## config.mk

```make
export PLATFORM = sky130hd
export DESIGN_NAME = pipe_stage_chain
export DESIGN_NICKNAME = d
export VERILOG_FILES = /design/src/rtl/pipe_stage_chain.sv
export SDC_FILE = /design/constraint.sdc
export NUM_CORES = 1
export LEC_CHECK = 0
export ABC_AREA = 1
export CAP_MARGIN = 20
export CORE_MARGIN = 4
export CORE_UTILIZATION = 46
export CTS_BUF_LIST = sky130_fd_sc_hd__clkbuf_4 sky130_fd_sc_hd__clkbuf_8
export DETAILED_ROUTE_END_ITERATION = 6
export PLACE_DENSITY = 0.78
export SYNTH_ARGS = -nofsm -noshare
export SYNTH_HDL_FRONTEND = slang
export SYNTH_SLANG_ARGS = --single-unit
```

## constraint.sdc

```tcl
create_clock -name clk -period 1.6 [get_ports clk]
set_clock_uncertainty 0.05 [all_clocks]
set_input_delay 0.32 -clock clk [delete_from_list [all_inputs] [get_ports clk]]
set_output_delay 0.32 -clock clk [all_outputs]
set_load 0.005 [all_outputs]
```

## src/rtl/pipe_stage_chain.sv

```systemverilog
// Elastic valid/ready register chain with bubble collapsing, flush, occupancy and stall counters.
// Optional input skid register enabled by defining PIPE_SKID_BUFFER_EN.
module pipe_stage_chain #(
  parameter int WIDTH = 16,
  parameter int DEPTH = 2
) (
  input  logic                         clk,
  input  logic                         reset_n,
  input  logic                         in_valid,
  output logic                         in_ready,
  input  logic [WIDTH-1:0]             in_data,
  output logic                         out_valid,
  input  logic                         out_ready,
  output logic [WIDTH-1:0]             out_data,
  input  logic                         flush,
  output logic [$clog2(DEPTH+2)-1:0]   count,
  output logic [15:0]                  stall_cnt
);

  localparam int CW = $clog2(DEPTH+2);

  logic [DEPTH-1:0] v_r;
  logic [WIDTH-1:0] d_r [DEPTH];
  logic [DEPTH-1:0] v_nxt_s;
  logic [DEPTH-1:0] xfer_s;
  logic [DEPTH:0]   rdy_s;
  logic             src_valid_s;
  logic [WIDTH-1:0] src_data_s;
  logic             skid_nxt_s;
  logic [CW-1:0]    count_r;
  logic [CW-1:0]    count_nxt_s;
  logic [15:0]      stall_r;

  // Ready ripples from the output back to stage 0; an empty stage is always ready.
  always_comb begin : ready_chain
    logic r;
    r = out_ready;
    rdy_s[DEPTH] = out_ready;
    for (int k = DEPTH - 1; k >= 0; k--) begin
      rdy_s[k] = ~v_r[k] | r;
      r = rdy_s[k];
    end
  end

`ifdef PIPE_SKID_BUFFER_EN
  logic             skid_v_r;
  logic [WIDTH-1:0] skid_d_r;

  // Skid word has priority into stage 0; in_ready depends only on the skid register.
  always_comb begin
    in_ready = ~skid_v_r & ~flush;
    if (skid_v_r) begin
      src_valid_s = 1'b1;
      src_data_s  = skid_d_r;
    end else begin
      src_valid_s = in_valid & in_ready;
      src_data_s  = in_data;
    end
    if (flush) begin
      skid_nxt_s = 1'b0;
    end else if (skid_v_r) begin
      skid_nxt_s = ~rdy_s[0];
    end else begin
      skid_nxt_s = in_valid & in_ready & ~rdy_s[0];
    end
  end

  // Skid register: captures an accepted word that stage 0 cannot take yet.
  always_ff @(posedge clk or negedge reset_n) begin
    if (!reset_n) begin
      skid_v_r <= 1'b0;
      skid_d_r <= {WIDTH{1'b0}};
    end else begin
      skid_v_r <= skid_nxt_s;
      if (~skid_v_r & in_valid & in_ready & ~rdy_s[0]) begin
        skid_d_r <= in_data;
      end
    end
  end
`else
  // Without a skid register the input feeds stage 0 directly.
  always_comb begin
    in_ready    = rdy_s[0] & ~flush;
    src_valid_s = in_valid;
    src_data_s  = in_data;
    skid_nxt_s  = 1'b0;
  end
`endif

  // Transfers, next valid bits and next occupancy; flush overrides every transfer.
  always_comb begin
    xfer_s[0] = src_valid_s & rdy_s[0] & ~flush;
    for (int k = 1; k < DEPTH; k++) begin
      xfer_s[k] = v_r[k-1] & rdy_s[k] & ~flush;
    end
    count_nxt_s = {{(CW-1){1'b0}}, skid_nxt_s};
    for (int k = 0; k < DEPTH; k++) begin
      if (flush) begin
        v_nxt_s[k] = 1'b0;
      end else if (xfer_s[k]) begin
        v_nxt_s[k] = 1'b1;
      end else if (v_r[k] & rdy_s[k+1]) begin
        v_nxt_s[k] = 1'b0;
      end else begin
        v_nxt_s[k] = v_r[k];
      end
      count_nxt_s = count_nxt_s + {{(CW-1){1'b0}}, v_nxt_s[k]};
    end
  end

  // Stage registers; data only moves on a transfer.
  always_ff @(posedge clk or negedge reset_n) begin
    if (!reset_n) begin
      v_r     <= {DEPTH{1'b0}};
      count_r <= {CW{1'b0}};
      for (int k = 0; k < DEPTH; k++) begin
        d_r[k] <= {WIDTH{1'b0}};
      end
    end else begin
      v_r     <= v_nxt_s;
      count_r <= count_nxt_s;
      if (xfer_s[0]) begin
        d_r[0] <= src_data_s;
      end
      for (int k = 1; k < DEPTH; k++) begin
        if (xfer_s[k]) begin
          d_r[k] <= d_r[k-1];
        end
      end
    end
  end

  // Saturating stall counter; flush does not touch it.
  always_ff @(posedge clk or negedge reset_n) begin
    if (!reset_n) begin
      stall_r <= 16'h0000;
    end else if (v_r[DEPTH-1] & ~out_ready & (stall_r != 16'hFFFF)) begin
      stall_r <= stall_r + 16'd1;
    end
  end

  assign out_valid = v_r[DEPTH-1];
  assign out_data  = d_r[DEPTH-1];
  assign count     = count_r;
  assign stall_cnt = stall_r;

endmodule

```

# Yosys cells after proc, flatten, opt, wreduce, memory -nomap -nowiden
# Cells that the tools add are included.
[totals] regBits=52 inputBits=21 wordCells=28
[op_classes] add_sub_neg=2 n_eq_ne=1 n_mux=6 bitwise=14
[op_table] op="16-bit by 1-bit adder with 16-bit output (second input constant)" n=1
[op_table] op="16-bit inequality test (second input constant)" n=1
[op_table] op="1-bit AND" n=8
[op_table] op="1-bit two-way mux" n=6
[op_table] op="1-bit NOT" n=4
[op_table] op="1-bit by 1-bit adder with 2-bit output" n=1
[op_table] op="1-bit OR" n=2

# Depth between registers and ports, before layout
# Gate-level depths: netlist of the first run.
[depth] ltp_word=8 mapped_depth=10 ltp_nobuf=9

# Worst setup path before layout of the first run
# OpenSTA, ideal clock, no wires.
[synth_path] path_kind="register to register" startpoint="reg stall_r[0] (netlist: stall_cnt[0])" endpoint="reg stall_r[2] (netlist: stall_cnt[2])" setup_time_ns=0.117 t_arrival_ns=1.365 required_ns=1.433 path_slack_ns=0.068 stages_incl_launch_ff=11 path_buffers=1 cell_sequence="dfrtp_1 ha_1 nand3_2 inv_2 nand2_2 nor2_4 nor2_4 inv_2 buf_6 nand2_1 nand2_1"
[synth_between] elab_chain_cells=2 elab_cells_between_ends=3
[synth_rtl] element="start: declaration" line="32" text="logic [15:0] stall_r;"
[synth_rtl] element="start signal: assignment" line="138" text="stall_r <= stall_r + 16'd1;"
[synth_rtl] element="branches (longest 2 deep; another with 16-bit by 1-bit adder with 16-bit output)"
# Parallel ways; which one is timed is not known.
# A chain may end at the register's enable or synchronous reset.

# Worst setup path after layout of the first run
[layout_path] startpoint="reg d_r, in the netlist out_data[14]" endpoint="out out_data[14]"
[layout_rtl] element="start: declaration" line="23" text="logic [WIDTH-1:0] d_r [DEPTH];"
[layout_rtl] element="start signal: indexed assignment" line="117" text="d_r[k] <= {WIDTH{1'b0}};"
[layout_rtl] element="start signal: indexed assignment" line="127" text="d_r[k] <= d_r[k-1];"
[layout_rtl] element="end: declaration" line="14" text="output logic [WIDTH-1:0] out_data,"
# No word-level cell between the ends.

==> flow_metrics.env, run 1 <==
export IMPL_place_ws_ns=-0.306
export IMPL_slowest_delay_ns=0.51
export IMPL_clock_path_buffers=2
export IMPL_ant_nets=0
export IMPL_synthesis_nets=316
export IMPL_crit_path_max_fanout=2
export IMPL_max_slew_worst_pin_slew_ns=0.485
export IMPL_path_buf_inv=1
export IMPL_antenna_found_initial=0
export IMPL_fp_dieW_um=80.8
export IMPL_route_detailed_drc=0
export IMPL_cp_end_kind="primary output"
export IMPL_hold_viol_final=0
export IMPL_synth_area_leaders="dfrtp_1, nand2_1, buf_4, nor2_1, inv_1"
export IMPL_period_share=0.975
export IMPL_n_fill_cell=439
export IMPL_drt_iter0_drc=83
export IMPL_core_um2=5110
export IMPL_numPortBuffers=56
export IMPL_dp_hpwl_mm=3.64
export IMPL_critPathKind="flop to primary output"
export IMPL_final_max_slew_viol_count=0
export IMPL_peakVddDrop_mv=0.682
export IMPL_cts_sinks=52
export IMPL_syn_avg_cell_area_um2=8.31
export IMPL_finalSetupViolations=0
export IMPL_start_util=0.477
export IMPL_die_height_um=80.8
export IMPL_ys_ff_latch=52
export IMPL_overflow=0
export IMPL_crit_chain="clkdlybuf4s50_1"
export IMPL_rows=26
export IMPL_wl_per_cell_um=12.0
export IMPL_grt_pass1_wl_mm=8.56
export IMPL_synthDistinctLibCells=19
export IMPL_setup_tns_ns=0
export IMPL_worstPathRequired_ns=1.23
export IMPL_cellLeakagePower_uw=0.00177
export IMPL_place_gp_congestion=0.854
export IMPL_status="finished clean"
export IMPL_syn_inst=293
export IMPL_layout_common_cells="nand2_1, dfrtp_1, clkdlybuf4s50_1, nor2_1, buf_4"
export IMPL_via_count=2061
export IMPL_syn_to_final_growth_pct=38.5
export IMPL_grt_max_degree=33
export IMPL_hp_class="primary input to asynchronous set/reset pin"
export IMPL_min_period_ns=1.56
export IMPL_layout_commonest_cell="nand2_1"
export IMPL_syn_area_um2=2430
export IMPL_avgViaCountPerCell=4.68
export IMPL_insertedDiodeCount=0
export IMPL_cts_root_buf="clkbuf_8"
export IMPL_seq_area_frac_synth=0.534
export IMPL_drt_wl_total_mm=5.29
export IMPL_cts_tree="yes"
export IMPL_dr_pass1_iters=4
export IMPL_clk_pin_slew_worst_paths_ns=0.09
export IMPL_yosysTopAreaCellShare=0.534
export IMPL_drive_gt1_frac=0.162
export IMPL_h_tree_depth=2
export IMPL_grt_pass1_vias=2018
export IMPL_path_delay_family="buffers and inverters"
export IMPL_layout_setup_ws_ns=0.0406
export IMPL_nNetsFinal=392
export IMPL_netlist_top_cell_by_area="dfrtp_1"
export IMPL_powerDensity_nw_per_um2=953
export IMPL_clock_latency_ns=0.30
export IMPL_timing_fmax_mhz=641
export IMPL_grt_usage=0.169
export IMPL_ios=57
export IMPL_die_area_um2=6520
export IMPL_cts_buffers=5
export IMPL_arrival_ns=1.19
export IMPL_drv_cap=0
export IMPL_cp_start_kind="flop"
export IMPL_yosys_warnings=0
export IMPL_slew_headroom=0.677
export IMPL_cp_slowest_cell="clkdlybuf4s50_1"
-- power by group --
part           switching, uW  total [uW]  internal, uW
combinational            355         858           504
clock                    445         759           314
sequential              93.9        1600          1500
-- synthesized netlist by cell type (all sizes together) --
library cell	instances
o21ai	20
xnor2	4
nor2	36
a21oi	18
xor2	3
ha	2
inv	31
clkbuf	1
nand4	6
nand2	88
buf	23
nand3	9
dfrtp	52
-- state kept, by name (all words and copies together) (netlist names) --
register	cells
out_data	16
count	2
stall_cnt	16
v_r	2
d_r	16
-- metal layers --
| layer | global-route usage | share of wire | wire [um] | vias to the layer above |
|---|---|---|---|---|
| li1 | - | - | - | 1044 |
| met1 | 0.189 | 0.42 | 2220 | 966 |
| met2 | 0.312 | 0.53 | 2790 | 45 |
| met3 | 0.0421 | 0.046 | 246 | 6 |
| met4 | 0.0557 | 0.0083 | 44 | 0 |
| met5 | 0 | 0 | 0 | - |
-- layout make-up --
| cell class | count | area (um2) | area share |
|---|---|---|---|
| Multi-Input combinational cell | 186 | 880 | 0.261 |
| Sequential cell | 52 | 1310 | 0.387 |
| Inverter | 31 | 119 | 0.0352 |
| Timing Repair Buffer | 93 | 891 | 0.264 |
| Tap cell | 70 | 87.6 | 0.0260 |
| Clock buffer | 5 | 68.8 | 0.0204 |
| Clock inverter | 3 | 22.5 | 0.00668 |
-- cells by family (layout without fill, tap and decap cells) --
kind of cell,after synthesis,after routing,share of synthesized area
buffers and inverters,55,132,0.117
xor gates and xnor gates,7,7,0.0252
adders and majority gates,2,2,0.0103
DFF,52,52,0.534
and+or+nand+nor,139,139,0.235
AOI/OAI and AO/OA,38,38,0.0781
-- through the flow --
step / utilization / hold slack, ns / total power [uW] / cells / cell area, um2
final: 0.660 / 0.448 / 3220 / 440 / 3370
after global routing: 0.660 / 0.480 / 3430 / 440 / 3370
after CTS: 0.636 / 0.452 / 3180 / 432 / 3250
after detailed placement: 0.592 / 0.258 / 2370 / 407 / 3030
after global placement: 0.592 / 0.252 / 2340 / 407 / 3030
after floorplan: - / -0.0256 / 2010 / 293 / 2430
-- repair_timing --
item | in CTS | in global routing
buffers inserted | 16 | 7
hold endpoints to repair | 16 | 0
pin swaps | 1 | 4
hold buffers | 1 | 0
gates cloned | 0 | 1
setup endpoints to repair | 17 | 31
resized for setup | 7 | 25
-- worst paths after layout --
path,cells after the start,slack [ns],startpoint,end
worst max-delay path,1,0.04,out_data[14],out_data[14]
worst min-delay path,2,0.45,reset_n,stall_cnt[9]
worst max register to register,10,0.08,stall_cnt[0],stall_cnt[10]
worst min register to register,2,0.45,out_data[0],out_data[0]
max in group asynchronous,3,0.57,reset_n,d_r[18]
min in group clk,2,0.45,out_data[0],out_data[0]
(Power assumes the default switching activity.)
==> run 2: changes to the inputs <==
- CORE_MARGIN: 4 -> 2
- CORE_UTILIZATION: 46 -> 55
- PLACE_DENSITY: 0.78 -> 0.88
- clock period: 1.6 -> 1.9 ns (I/O delays scaled with it)
==> flow_metrics.env, run 2 (synthesized netlist as in run 1, its figures left out) <==
export IMPL_cts_tree="yes"
export IMPL_hold_viol_final=0
export IMPL_die_height_um=70.5
export IMPL_die_area_um2=4980
export IMPL_setup_tns_ns=0
export IMPL_avgViaCountPerCell=5.12
export IMPL_placed_cell_area_um2=2970
export IMPL_seq_area_um2=1300
export IMPL_layout_commonest_cell="nand2_1"
export IMPL_fp_dieW_um=70.5
export IMPL_power_frac_clock=0.305
export IMPL_switchingPower_uw=674
export IMPL_combPwrFrac=0.198
export IMPL_numPortBuffers=56
export IMPL_timing_fmax_mhz=553
export IMPL_hp_class="primary input to asynchronous set/reset pin"
export IMPL_antenna_found_initial=0
export IMPL_core_um2=4290
export IMPL_status="finished clean"
export IMPL_n_fill_cell=335
export IMPL_final_max_slew_viol_count=0
export IMPL_wl_per_cell_um=12.0
export IMPL_dr_pass1_iters=4
export IMPL_ios=57
export IMPL_ant_nets=0
export IMPL_dp_hpwl_mm=3.44
export IMPL_cp_end_kind="primary output"
export IMPL_slew_headroom=0.818
export IMPL_reg2reg_depth=9
export IMPL_max_slew_worst_pin_slew_ns=0.273
export IMPL_finalSetupViolations=0
export IMPL_cp_start_kind="primary input"
export IMPL_cellLeakagePower_uw=0.00147
export IMPL_drt_iter0_drc=118
export IMPL_cts_sinks=52
export IMPL_multi_input_area_um2=852
export IMPL_clock_path_buffers=2
export IMPL_nNetsFinal=364
export IMPL_layout_common_cells="nand2_1, clkdlybuf4s50_1, dfrtp_1, nor2_1, inv_1"
export IMPL_place_gp_congestion=0.799
export IMPL_drive_gt1_frac=0.0733
export IMPL_design_area_um2=3100
export IMPL_grt_pass1_vias=1935
export IMPL_start_util=0.567
export IMPL_syn_to_final_growth_pct=27.2
export IMPL_cts_root_buf="clkbuf_8"
export IMPL_clock_latency_ns=0.29
export IMPL_h_tree_depth=2
export IMPL_insertedDiodeCount=0
export IMPL_drv_cap=0
export IMPL_drt_wl_total_mm=4.71
export IMPL_grt_max_degree=53
export IMPL_arrival_ns=1.38
export IMPL_p_int_uw=2110
export IMPL_powerDensity_nw_per_um2=899
export IMPL_grt_usage=0.208
export IMPL_critPathKind="primary input to primary output"
export IMPL_p_sw_frac=0.242
export IMPL_rows=24
export IMPL_seq_power_share=0.497
export IMPL_clk_pin_slew_worst_paths_ns=0.09
export IMPL_r2r_slack_ns=0.23
export IMPL_period_share=0.952
export IMPL_route_detailed_drc=0
export IMPL_rsz0062_at_grt="false"
export IMPL_via_count=2013
export IMPL_cts_buffers=5
export IMPL_grt_pass1_wl_mm=8.32
export IMPL_peakVddDrop_mv=0.669
export IMPL_overflow=0
export IMPL_crit_path_max_fanout=2
export IMPL_min_period_ns=1.81
export IMPL_worstPathRequired_ns=1.47
## run 2: layout make-up
cell class,instances,share of cell area
Clock buffer,5,0.0222
Sequential cell,52,0.420
Timing Repair Buffer,65,0.205
Tap cell,52,0.0210
Clock inverter,2,0.0194
Multi-Input combinational cell,186,0.275
Inverter,31,0.0376
## run 2: critical path: stages
cell             delay, ns
clkdlybuf4s50_1       0.41
nor2_2                0.14
nand2_1               0.10
nand2_1               0.06
inv_1                 0.04
dlygate4sd2_1         0.25
## run 2: worst paths after layout
check	end	from
setup / recovery	in_ready	out_ready
hold / removal	stall_cnt[1]	reset_n
setup reg to reg	stall_cnt[10]	stall_cnt[0]
hold reg to reg	out_data[6]	out_data[6]
max in group asynchronous	out_data[7]	reset_n
min in group clk	out_data[6]	out_data[6]
## run 2: power groups by stage
stage | Sequential, uW | Combinational, uW | Clock (uW)
after CTS | 1380 | 559 | 876
after floorplan | 1370 | 317 | 0
after global routing | 1410 | 615 | 916
final | 1380 | 551 | 851
after global placement | 1400 | 533 | 0
after detailed placement | 1400 | 556 | 0
## run 2: per-layer routing
| metal | part of all wire | vias up | track usage |
|---|---|---|---|
| met1 | 0.41 | 948 | 0.254 |
| met2 | 0.52 | 63 | 0.360 |
| li1 | - | 992 | - |
| met5 | 0 | - | 0 |
| met3 | 0.058 | 10 | 0.0598 |
| met4 | 0.014 | 0 | 0.0671 |
## run 2: repair_timing
item                       4_1_cts  5_1_grt
hold buffers                     0        0
pin swaps                        1        0
setup endpoints to repair        1        1
gates resized for setup          1        1
setup buffers                    0        0
## run 2: stage by stage
step	power, uW	std cells	setup slack, ns	hold slack (ns)	utilization
2_1_floorplan	1690	293	0.368	0.0344	-
3_3_place_gp	1930	386	-0.0833	0.339	0.691
3_5_place_dp	1960	386	-0.121	0.344	0.691
4_1_cts	2820	393	0.0624	0.0160	0.721
5_1_grt	2940	393	0.0145	0.0327	0.721
6_report	2790	393	0.0906	0.00339	0.721
==> run 3: changes to the inputs <==
- CORE_ASPECT_RATIO: default -> 1.4
- CORE_MARGIN: 2 -> default
==> flow_metrics.env, run 3 (synthesized netlist as in run 1, its figures left out) <==
export IMPL_avgViaCountPerCell=4.91
export IMPL_rsz0062_at_grt="false"
export IMPL_arrival_ns=1.36
export IMPL_status="finished with violations"
export IMPL_cts_root_buf="clkbuf_8"
export IMPL_clock_latency_ns=0.31
export IMPL_max_slew_worst_pin_slew_ns=0.275
export IMPL_route_detailed_drc=0
export IMPL_cp_end_kind="primary output"
export IMPL_cp_slowest_cell="clkdlybuf4s50_1"
export IMPL_path_buf_inv=3
export IMPL_grt_pass1_vias=1930
export IMPL_start_util=0.574
export IMPL_cellLeakagePower_uw=0.00146
export IMPL_peakVddDrop_mv=0.717
export IMPL_syn_to_final_growth_pct=25.9
export IMPL_setup_tns_ns=0
export IMPL_cts_buffers=5
export IMPL_slew_headroom=0.816
export IMPL_antenna_found_initial=0
export IMPL_ant_nets=0
export IMPL_grt_pass1_wl_mm=8.09
export IMPL_postCtsHoldBufs=0
export IMPL_p_sw_frac=0.281
export IMPL_fp_dieW_um=58.2
export IMPL_failed_checks="negative hold slack"
export IMPL_insertedDiodeCount=0
export IMPL_via_count=1962
export IMPL_drt_iter0_drc=115
export IMPL_final_max_slew_viol_count=0
export IMPL_drt_wl_total_mm=4.83
export IMPL_finalSetupViolations=0
export IMPL_seq_power_share=0.533
export IMPL_layout_commonest_cell="nand2_1"
export IMPL_drive_gt1_frac=0.0676
export IMPL_utilization=0.723
export IMPL_timing_hold_ws_ns=-0.0206
export IMPL_worstPathRequired_ns=1.47
export IMPL_path_delay_family="buffers and inverters"
export IMPL_cp_start_kind="primary input"
export IMPL_multi_input_area_um2=850
export IMPL_nNetsFinal=362
export IMPL_cts_sinks=52
export IMPL_die_area_um2=4700
export IMPL_period_share=0.943
export IMPL_overflow=0
export IMPL_drv_cap=0
export IMPL_cts_tree="yes"
export IMPL_layout_common_cells="nand2_1, clkdlybuf4s50_1, dfrtp_1, nor2_1, inv_1"
export IMPL_clk_pin_slew_worst_paths_ns=0.10
export IMPL_die_height_um=80.7
export IMPL_clock_path_buffers=2
export IMPL_design_area_um2=3070
export IMPL_h_tree_depth=2
export IMPL_wl_per_cell_um=12.1
export IMPL_ios=57
export IMPL_p_int_uw=1860
export IMPL_grt_usage=0.229
export IMPL_combPwrFrac=0.216
export IMPL_placed_cell_area_um2=2980
export IMPL_grt_max_degree=53
export IMPL_numPortBuffers=56
export IMPL_power_frac_clock=0.251
export IMPL_hold_viol_final=17
export IMPL_powerDensity_nw_per_um2=844
export IMPL_crit_path_max_fanout=2
export IMPL_rows=28
export IMPL_dr_pass1_iters=4
export IMPL_slowest_delay_ns=0.40
export IMPL_place_gp_congestion=0.837
export IMPL_core_um2=4240
export IMPL_switchingPower_uw=727
export IMPL_n_fill_cell=336
export IMPL_hp_class="primary input to asynchronous set/reset pin"
export IMPL_crit_chain="clkdlybuf4s50_1, nor2_1, nand2_1, nand2_1, inv_1, dlygate4sd2_1"
export IMPL_critPathKind="primary input to primary output"
export IMPL_seq_area_um2=1300
export IMPL_dp_hpwl_mm=3.39
export IMPL_min_period_ns=1.79
export IMPL_timing_fmax_mhz=558
export IMPL_crit_top_cell="nand2_1"
==> run 3: changes by cell type in the layout (fill, tap and decap cells not counted), sizes merged <==
cell / before / now
inv: 31 / 32
buf: 10 / 8
clkinv: 0 / 2
bufinv: 2 / 0
==> run 3: final timing paths <==
kind	start	endpoint	slack, ns	depth (start not counted)
worst max register to register	stall_cnt[0]	stall_cnt[9]	0.22	9
max in group asynchronous	reset_n	stall_cnt[12]	1.57	2
worst min-delay path	reset_n	stall_cnt[9]	-0.02	2
worst max-delay path	out_ready	in_ready	0.11	6
min in group clk	out_data[0]	out_data[0]	0.44	2
worst min register to register	out_data[0]	out_data[0]	0.44	2
==> run 3: through the flow <==
stage / total power, uW / setup WS [ns] / std cells
detailed placement: 1960 / -0.0971 / 392
global placement: 1930 / -0.0880 / 392
finish: 2590 / 0.108 / 400
global route: 2730 / 0.0500 / 400
floorplan: 1690 / 0.368 / 293
CTS: 2610 / 0.108 / 400
==> run 3: cell type report <==
class                   count  area share
flip-flops and latches     52       0.424
clock inverters             3     0.00735
well taps                  60      0.0245
clock buffers               5      0.0224
inverters                  31      0.0380
multi-input cells         186       0.277
repair buffers             63       0.206
==> run 3: routing by layer <==
| layer | GRT usage | vias to the layer above | wire (um) |
|---|---|---|---|
| met3 | 0.0564 | 7 | 214 |
| met4 | 0.105 | 0 | 106 |
| met2 | 0.411 | 51 | 2610 |
| met1 | 0.252 | 921 | 1900 |
| met5 | 0 | - | 0 |
| li1 | - | 983 | - |
==> run 3: repair_timing <==
item | 4_1_cts | 5_1_grt
setup endpoints to repair | 1 | 0
setup buffers | 0 | 0
gates resized for setup | 1 | 0
endpoints found under the hold margin | 0 | 0
==> run 3: power groups by stage <==
stage | Clock [uW] | Sequential (uW) | Combinational [uW]
2_1_floorplan | 0 | 1370 | 317
3_3_place_gp | 0 | 1390 | 536
3_5_place_dp | 0 | 1400 | 564
4_1_cts | 661 | 1380 | 566
5_1_grt | 701 | 1400 | 626
6_report | 651 | 1380 | 558
